==> src/rtl/grey_div_counter.sv <==
// Prescaled Gray-code up/down counter; down counting is built only with GREY_DIV_DOWN_EN defined.
// Latency: grey/tick/wrap are registered and update one cycle after the qualifying edge.
// Backpressure: none; en stalls the prescaler and count, and load overrides counting.
module grey_div_counter #(
    parameter int WIDTH = 6,
    parameter int DIV_W = 5
) (
    input  logic             clk,
    input  logic             rst,
    input  logic             en,
    input  logic [DIV_W-1:0] div,
    input  logic             load,
    input  logic [WIDTH-1:0] load_val,
    input  logic             dir,
    output logic [WIDTH-1:0] grey,
    output logic             tick,
    output logic             wrap
);

    logic [DIV_W-1:0] p_q, p_d;
    logic [WIDTH-1:0] grey_q, grey_d;
    logic             tick_q, tick_d;
    logic             wrap_q, wrap_d;
    logic [WIDTH-1:0] bin_cur;
    logic [WIDTH-1:0] bin_nxt;

    function automatic logic [WIDTH-1:0] grey2bin(input logic [WIDTH-1:0] g);
        logic [WIDTH-1:0] b;
        b[WIDTH-1] = g[WIDTH-1];
        for (int i = WIDTH - 2; i >= 0; i--) begin
            b[i] = b[i+1] ^ g[i];
        end
        return b;
    endfunction

    function automatic logic [WIDTH-1:0] bin2grey(input logic [WIDTH-1:0] b);
        return b ^ (b >> 1);
    endfunction

`ifndef GREY_DIV_DOWN_EN
    logic dir_unused;
    assign dir_unused = dir;
`endif

    always_comb begin
        p_d     = p_q;
        grey_d  = grey_q;
        tick_d  = 1'b0;
        wrap_d  = 1'b0;
        bin_cur = grey2bin(grey_q);
        bin_nxt = bin_cur + WIDTH'(1);
        if (load) begin
            grey_d = load_val;
            p_d    = '0;
        end else if (en) begin
            // >= rather than == so a div lowered below the current phase fires immediately
            if (p_q >= div) begin
                p_d    = '0;
                tick_d = 1'b1;
`ifdef GREY_DIV_DOWN_EN
                if (dir) begin
                    bin_nxt = bin_cur - WIDTH'(1);
                    wrap_d  = (bin_cur == '0);
                end else begin
                    wrap_d  = (bin_cur == '1);
                end
`else
                wrap_d = (bin_cur == '1);
`endif
                grey_d = bin2grey(bin_nxt);
            end else begin
                p_d = p_q + DIV_W'(1);
            end
        end
    end

    always_ff @(posedge clk) begin
        if (!rst) begin
            p_q    <= '0;
            grey_q <= '0;
            tick_q <= 1'b0;
            wrap_q <= 1'b0;
        end else begin
            p_q    <= p_d;
            grey_q <= grey_d;
            tick_q <= tick_d;
            wrap_q <= wrap_d;
        end
    end

    assign grey = grey_q;
    assign tick = tick_q;
    assign wrap = wrap_q;

endmodule

==> config.mk <==
export PLATFORM = sky130hd
export DESIGN_NAME = grey_div_counter
export DESIGN_NICKNAME = d
export VERILOG_FILES = /design/src/rtl/grey_div_counter.sv
export SDC_FILE = /design/constraint.sdc
export NUM_CORES = 1
export LEC_CHECK = 0
export CORE_ASPECT_RATIO = 1.2
export CORE_UTILIZATION = 50
export CTS_CLUSTER_SIZE = 25
export DETAILED_ROUTE_END_ITERATION = 8
export MAX_ROUTING_LAYER = met4
export PLACE_DENSITY = 0.93
export SYNTH_ARGS = -nofsm -noshare
export SYNTH_HDL_FRONTEND = slang
export SYNTH_SLANG_ARGS = --single-unit
==> constraint.sdc <==
create_clock -name clk -period 4.6 [get_ports clk]
set_clock_uncertainty 0.05 [all_clocks]
set_input_delay 0.92 -clock clk [delete_from_list [all_inputs] [get_ports clk]]
set_output_delay 0.92 -clock clk [all_outputs]
set_load 0.02 [all_outputs]
; Word-level counts from Yosys, hierarchy flattened
; Index checks and enable logic that the tools add are counted.
[totals]
rom_bits = 0
memories = 0
wordCells = 28
ff_bits = 13
inputBits = 16
ramBits = 0
latch_bits = 0
[classes]
eq_ne = 1
div = 0
addsub = 2
mux = 5
n_lt_le_gt_ge = 1
bitwise_logic = 9
n_reduce_logical = 6
n_shift = 0
multipliers = 0
[ops]
columns = op, count
row1 = 2-to-1 mux 6 bit, 3
row2 = "adder 6 x 1 -> 6 bit, second input constant", 1
row3 = "== test 6 bit, second input constant", 1
row4 = XOR 6 x 5 -> 6 bit, 1
row5 = "adder 5 x 1 -> 5 bit, second input constant", 1
row6 = greater-or-equal comparator 5 bit, 1
row7 = 2-to-1 mux 5 bit, 1
row8 = XOR 1 bit, 5
row9 = nonzero test 2 bit, 2
row10 = OR reduction 4 bit, 1
row11 = NOT 1 bit, 3
row12 = OR reduction 3 bit, 1
row13 = AND reduction 2 bit, 1
row14 = OR reduction 2 bit, 1
row15 = 2-to-1 mux 1 bit, 1

; Depth between registers and ports, before layout
; Gate-level depths: netlist of the first run.
[logic_depth]
depth_word = 10
ltp_mapped = 15
mapped_depth_nobuf = 15

; Worst setup path after synthesis of the first run
; OpenSTA, ideal clock, no wires.
[synth_timing]
kind = reg2reg
startpoint = reg grey_q[4] (netlist: grey[4])
endpoint = reg grey_q[4] (netlist: grey[4])
stages_incl_launch_ff = 16
period_less_slack_ns = 3.129
required_time_ns = 4.428
arrival_ns = 2.957
slack_ns = 1.471
path_cell_list = dfxtp_1 > inv_1 > ha_1 > inv_2 > ha_1 > inv_1 > ha_1 > inv_1 > ha_1 > inv_1 > ha_1 > nor2b_4 > and2_1 > xor2_1 > xor2_1 > a221o_1
[synth_between]
elab_chain_len = 10
[synth_rtl]
columns = item, line_no
row1 = "start, declared", 21  ; logic [WIDTH-1:0] grey_q, grey_d;
row2 = "start signal, assigned", 85  ; grey_q <= grey_d;
row3 = XOR 1 bit (*), 31  ; b[i] = b[i+1] ^ g[i];
row4 = XOR 1 bit (4 in series), 31
row5 = adder 6 x 1 -> 6 bit (*), 51  ; bin_nxt = bin_cur + WIDTH'(1);
row6 = XOR 6 x 5 -> 6 bit (*), 37  ; return b ^ (b >> 1);
row7 = 2-to-1 mux 6 bit (*), 57  ; if (p_q >= div) begin
row8 = 2-to-1 mux 6 bit (*), 55  ; end else if (en) begin
row9 = 2-to-1 mux 6 bit (*), 52  ; if (load) begin
; Mark *: on every way between the ends. The rest lies on a longest branch, timed or not. The select of a mux whose other input is x is not followed.
; A chain may end at the register's enable or synchronous reset.

; Final worst setup path of the first run
; Same ends and word-level chain as after synthesis.

==> results.cfg, run 1 <==
[status]
status = finished, final reports clean

[hold_path]
hold_path_end = grey[0]$_SDFFE_PN0P_
hold_path.class = register to register
whs_path_depth = 2
hold_path.startpoint = grey[0]$_SDFFE_PN0P_

[floorplanning]
initial_core_util = 0.533
die_width_um = 40.0
coreArea_mm2 = 0.00162
ios = 24
dieArea_mm2 = 0.00190
rows = 16
die_h_um = 47.6

[yosys]
ys_types = 34
synth_warnings = 0
syn_inst = 94
synth_fp_nets = 121
synth-seq-area-share = 0.301
syn_area_per_cell_um2 = 9.20
synth_area_um2 = 865
ys_seq_elements = 13

[detailed_routing]
drc = 0
drt_iter0_drc = 4
drt_first_pass_iters = 4
wl_per_cell_um = 12.8
ant_nets = 0
totalWireLength_um = 1750
vias = 731
via_per_inst = 5.34

[final_layout]
syn_to_final_growth_pct = 29.5
drive_gt1_frac = 0.134
insertedDiodeCount = 0
fin_nets = 147

[power_and_ir_drop]
pwr-share-seq = 0.398
power_density_mw_per_mm2 = 272
p_clk_frac = 0.234
swShare = 0.323
irDropWorstVdd_uv = 179
power_uw = 304
p_leak_nw = 0.511
switchingPower_uw = 98.3
combinationalPowerShare = 0.368
internal-power_uw = 206

[clock_tree]
h-tree-depth = 1
cts_num_sinks = 13
clk_latency_ns = 0.28
cts_post_setup_buffers_inserted = 0
post_cts_resized = 0
clk_pin_slew_ns = 0.08
clockRootBuffer = clkbuf_4
numCtsBuffers = 3
cts_tree = done
postCtsHoldBufs = 0
cts_max_path_buffers = 2

[setup_path]
crit_fanout = 3
r2r_end = grey[4]$_SDFFE_PN0P_
required_ns = 4.72
worstReg2RegStart = grey[4]$_SDFFE_PN0P_
cp.arrival_ns = 3.34
crit_path_end_kind = register
rrSetupSlack_ns = 1.38
critPathKind = register to register
r2r_cells = 15
critPathLaunchType = register

[sta]
final.setup.tns_ns = 0
finalSetupViolations = 0
tightest_slew_ns = 0.313
drv_slew = 0
hold_violations = 0
grt_setup_unrepaired = no
final_min_period_over_clock_period = 0.700
period_minus_slack_ns = 3.22
timing.fmax_mhz = 311
relSlewSlack = 0.790

[job]
cap_violations = 0

[grt]
grt_max_degree = 9
antenna_found_initial = 0
grt_usage = 0.224
grt_first_pass_wirelength_um = 2690
grt-ovfl-total = 0
grt_pass1_vias = 654

[placement]
hpwl_um = 1460
numPortBuffers = 22
finalWeightedCongestion = 0.872
kinds of logic after synthesis:
kind of cell             after synthesis  synth area share
AND/OR/NAND/NOR                       26             0.179
AO/OA/AOI/OAI                         16             0.148
buffers and inverters                 16            0.0810
flip-flops                            13             0.301
XOR/XNOR                              11             0.120
adder cells (fa/ha/maj)               11             0.159
multiplexers                           1            0.0116
cells in the final DEF, fill, tap and decap left out, drive strengths merged, types with 4 or more instances in the layout:
cell           Yosys  layout
ha                11      11
nor2               7       7
xor2               7       7
clkdlybuf4s50      0      22
nand2              6       6
inv               15      15
xnor2              4       4
dfxtp             13      13
clkbuf             1       4
o21ai              5       5
through the flow:
step	cells	area [um^2]	util	hold slack (ns)	setup slack (ns)
floorplan	94	865	-	0.433	1.47
global placement	133	1090	0.674	0.429	1.52
detailed placement	133	1090	0.674	0.469	1.39
CTS	137	1120	0.691	0.484	1.37
global route	137	1120	0.691	0.508	1.22
finish	137	1120	0.691	0.483	1.38
flip-flops by register name, indices dropped and copies added, names as in the netlist, named ones only:
signal / count
grey: 5
p_q: 5
tick: 1
wrap: 1
worst max-delay path, cell delays in order, from the launching register on:
cell,delay [ns]
dfxtp_1,0.36
inv_1,0.06
ha_1,0.28
inv_2,0.05
ha_1,0.30
inv_1,0.06
ha_1,0.33
inv_1,0.06
ha_1,0.29
inv_1,0.04
ha_1,0.30
nor2b_4,0.13
and2_1,0.18
xor2_1,0.19
xor2_1,0.10
a221o_1,0.32
layout make-up:
class                           instances  area (um^2)
Sequential cell                        13          260
Tap cell                               18         22.5
Inverter                               15         56.3
Fill cell                             135          502
Timing Repair Buffer                   22          220
Clock buffer                            4         26.3
Multi-Input combinational cell         65          534
power by group through the flow:
stage | combinational [mW] | sequential [mW] | clock, mW
2_1_floorplan | 0.0728 | 0.127 | 0
5_1_grt | 0.122 | 0.122 | 0.0786
3_5_place_dp | 0.109 | 0.124 | 0
4_1_cts | 0.112 | 0.121 | 0.0729
3_3_place_gp | 0.103 | 0.123 | 0
6_report | 0.112 | 0.121 | 0.0713
cells in the mapped netlist:
cell	number	area share
a21o_2	1	0.010
mux2i_1	1	0.012
nand2_2	1	0.0072
and4_1	1	0.010
a31oi_1	2	0.014
nand2_1	5	0.022
a31oi_2	1	0.014
inv_1	14	0.061
nand4_1	2	0.014
and3_2	2	0.017
xor2_1	7	0.071
and4_2	1	0.012
nor2_1	5	0.022
o21ai_0	4	0.023
a21oi_1	1	0.0058
nor3_1	1	0.0058
xnor2_1	3	0.030
o21ai_2	1	0.010
xnor2_2	1	0.019
nand3_1	2	0.012
o21a_4	1	0.017
a211oi_1	1	0.0087
nor2b_4	1	0.016
a221o_1	3	0.035
and3_1	1	0.0072
nor2_2	1	0.0072
clkbuf_8	1	0.016
and2_1	1	0.0072
ha_1	11	0.16
dfxtp_1	13	0.30
inv_2	1	0.0043
nand2b_1	1	0.0072
nor2_4	1	0.013
a21o_1	1	0.0087
how the worst max path moves through the flow:
stage,from,to,cells past startpoint
global placement,grey[4]$_SDFFE_PN0P_,grey[4]$_SDFFE_PN0P_,15
global route,grey[4]$_SDFFE_PN0P_,grey[4]$_SDFFE_PN0P_,15
CTS,grey[4]$_SDFFE_PN0P_,grey[4]$_SDFFE_PN0P_,15
detailed placement,grey[4]$_SDFFE_PN0P_,grey[4]$_SDFFE_PN0P_,15
finish,grey[4]$_SDFFE_PN0P_,grey[4]$_SDFFE_PN0P_,15
floorplan,grey[4]$_SDFFE_PN0P_,grey[4]$_SDFFE_PN0P_,15
layer usage:
layer  GRT usage  part of all wire  vias up
met1       0.235              0.41      336
met2       0.384              0.53       14
li1            -                 -      376
met3      0.0279             0.034        5
met5           -                 0        -
met4       0.145             0.024        0
Power figures use the tool's default switching activity.
==> inputs of run 2 (changes only) <==
--- a/config.mk
+++ b/config.mk
@@ -6,11 +6,11 @@
 export NUM_CORES = 1
 export LEC_CHECK = 0
 export CORE_ASPECT_RATIO = 1.2
-export CORE_UTILIZATION = 50
+export CORE_UTILIZATION = 42
 export CTS_CLUSTER_SIZE = 25
 export DETAILED_ROUTE_END_ITERATION = 8
 export MAX_ROUTING_LAYER = met4
-export PLACE_DENSITY = 0.93
+export PLACE_DENSITY = 0.84
 export SYNTH_ARGS = -nofsm -noshare
 export SYNTH_HDL_FRONTEND = slang
 export SYNTH_SLANG_ARGS = --single-unit
==> constraint.sdc (replaced) <==
create_clock -name clk -period 2.9 [get_ports clk]
set_clock_uncertainty 0.05 [all_clocks]
set_input_delay 0.58 -clock clk [delete_from_list [all_inputs] [get_ports clk]]
set_output_delay 0.58 -clock clk [all_outputs]
set_load 0.02 [all_outputs]
==> run 2 against run 1 <==
Compared with the run above:
- the flow now finishes with violations (DRC)
- non-clock buffer count increased by 4
- first-iteration DRC count increased by 75%
- sequential power increased by 58%
- utilization decreased by 4.4 points
- sequential share of layout area decreased by 1.6 points
- sequential cell count unchanged
- power increased by 73%
- via count increased by 2.2%
- register-to-register slack got worse by 1.3 ns
- cell count increased by 3.6%
- critical path type unchanged
- critical endpoint unchanged
- largest cell class unchanged
==> results.cfg, run 2 (same netlist as run 1, synthesis figures left out) <==
[status]
status = complete, but fails checks
failed_checks = DRC

[job]
cap_violations = 0

[sta]
tightest_slew_ns = 0.279
timing.fmax_mhz = 360
final_min_period_over_clock_period = 0.958
hold_violations = 0
grt_setup_unrepaired = no
whs_ns = 0.453
relSlewSlack = 0.814
timing.final.ws_setup_ns = 0.122
period_minus_slack_ns = 2.78
drv_slew = 0
finalSetupViolations = 0

[power_and_ir_drop]
pwr-share-seq = 0.362
combinationalPowerShare = 0.419
power_density_mw_per_mm2 = 431
internal-power_uw = 360
irDropWorstVdd_uv = 308
p_clk_frac = 0.218
switchingPower_uw = 167
p_leak_nw = 0.532
swShare = 0.317

[grt]
grt_pass1_vias = 718
grt_max_degree = 9
grt_usage = 0.176
antenna_found_initial = 0
grt_first_pass_wirelength_um = 2900
grt-ovfl-total = 0

[floorplanning]
coreArea_mm2 = 0.00189
dieArea_mm2 = 0.00224
die_h_um = 51.7
initial_core_util = 0.457
ios = 24
die_width_um = 43.4
rows = 17

[final_layout]
regArea_um2 = 265
fin_nets = 151
multi_input_area_um2 = 599
syn_to_final_growth_pct = 41.5
mostFrequentLayoutCell = clkdlybuf4s50_1
insertedDiodeCount = 0
final_cell_mix = clkdlybuf4s50_1, dfxtp_1, inv_1
drive_gt1_frac = 0.260
n_fill_cell = 157

[clock_tree]
numCtsBuffers = 3
cts_num_sinks = 13
h-tree-depth = 1
clk_pin_slew_ns = 0.08
postCtsHoldBufs = 0
cts_max_path_buffers = 2
clockRootBuffer = clkbuf_4
cts_tree = done
clk_latency_ns = 0.28

[setup_path]
critPathLaunchType = register
r2r_end = grey[4]$_SDFFE_PN0P_
crit_path_end_kind = register
critPathKind = register to register
cp.arrival_ns = 2.91
worstReg2RegStart = grey[4]$_SDFFE_PN0P_
crit_fanout = 3
rrSetupSlack_ns = 0.12
r2r_cells = 15
required_ns = 3.03

[detailed_routing]
drt_iter0_drc = 7
totalWireLength_um = 1790
drt-met1-wl_um = 816
vias = 747
drc = 2
drt_first_pass_iters = 7
wl_met2_um = 889
ant_nets = 0
via_per_inst = 5.26
routed.top_layer = met4
wl_met3_um = 63
wl_per_cell_um = 12.6

[hold_path]
hold_path.class = register to register
whs_path_depth = 2

[placement]
hpwl_um = 1400
finalWeightedCongestion = 0.771
pre_cts_slack_ns = -0.0599
numPortBuffers = 22
==> run 2: metal layers <==
layer / track usage / up-vias
li1: - / 379
met1: 0.207 / 346
met2: 0.306 / 18
met3: 0.0104 / 4
met4: 0.0781 / 0
met5: - / -
==> run 2: final cells by class <==
type	count	area share
clock buffer	4	0.0215
tap	19	0.0194
multi-input combinational	65	0.490
inverter	15	0.0481
sequential	13	0.217
timing repair buffer	26	0.204
==> run 2: how the worst max path moves through the flow <==
stage	start	end	cells after the start
2_1_floorplan	grey[4]$_SDFFE_PN0P_	grey[4]$_SDFFE_PN0P_	15
3_3_place_gp	grey[4]$_SDFFE_PN0P_	grey[4]$_SDFFE_PN0P_	15
3_5_place_dp	grey[4]$_SDFFE_PN0P_	grey[4]$_SDFFE_PN0P_	15
4_1_cts	grey[4]$_SDFFE_PN0P_	grey[4]$_SDFFE_PN0P_	15
5_1_grt	grey[4]$_SDFFE_PN0P_	grey[4]$_SDFFE_PN0P_	15
6_report	grey[4]$_SDFFE_PN0P_	grey[4]$_SDFFE_PN0P_	15
==> run 2: power groups by stage <==
stage / Combinational, mW / Sequential [mW] / Clock (mW)
2_1_floorplan: 0.133 / 0.202 / 0
3_3_place_gp: 0.191 / 0.195 / 0
3_5_place_dp: 0.201 / 0.195 / 0
4_1_cts: 0.211 / 0.191 / 0.115
5_1_grt: 0.241 / 0.192 / 0.120
6_report: 0.221 / 0.191 / 0.115
==> run 2: worst max-delay path, cell delays in order (launching register included) <==
cell and delay (ns):
dfxtp_4 0.36, inv_2 0.04, ha_4 0.26, inv_4 0.05, ha_4 0.26, inv_2 0.04
ha_4 0.26, inv_2 0.04, ha_4 0.25, inv_2 0.04, ha_4 0.26, nor2b_4 0.04
and2_4 0.13, xor2_1 0.14, xor2_1 0.17, a221o_1 0.28
==> run 2: what timing repair did <==
item,4_1_cts,5_1_grt
gates resized for setup,3,4
cloned,0,0
setup endpoints to repair,1,3
pin swaps,1,6
buffers inserted,0,1
==> run 2: through the flow <==
stage	utilization	power, mW	std cells	setup TNS [ns]	area, um^2
after floorplan	-	0.335	94	0	910
final	0.646	0.528	142	0	1220
after CTS	0.641	0.517	141	0	1210
after detailed placement	0.614	0.396	137	-0.0599	1160
after global routing	0.646	0.553	142	0	1220
after global placement	0.614	0.386	137	0	1160
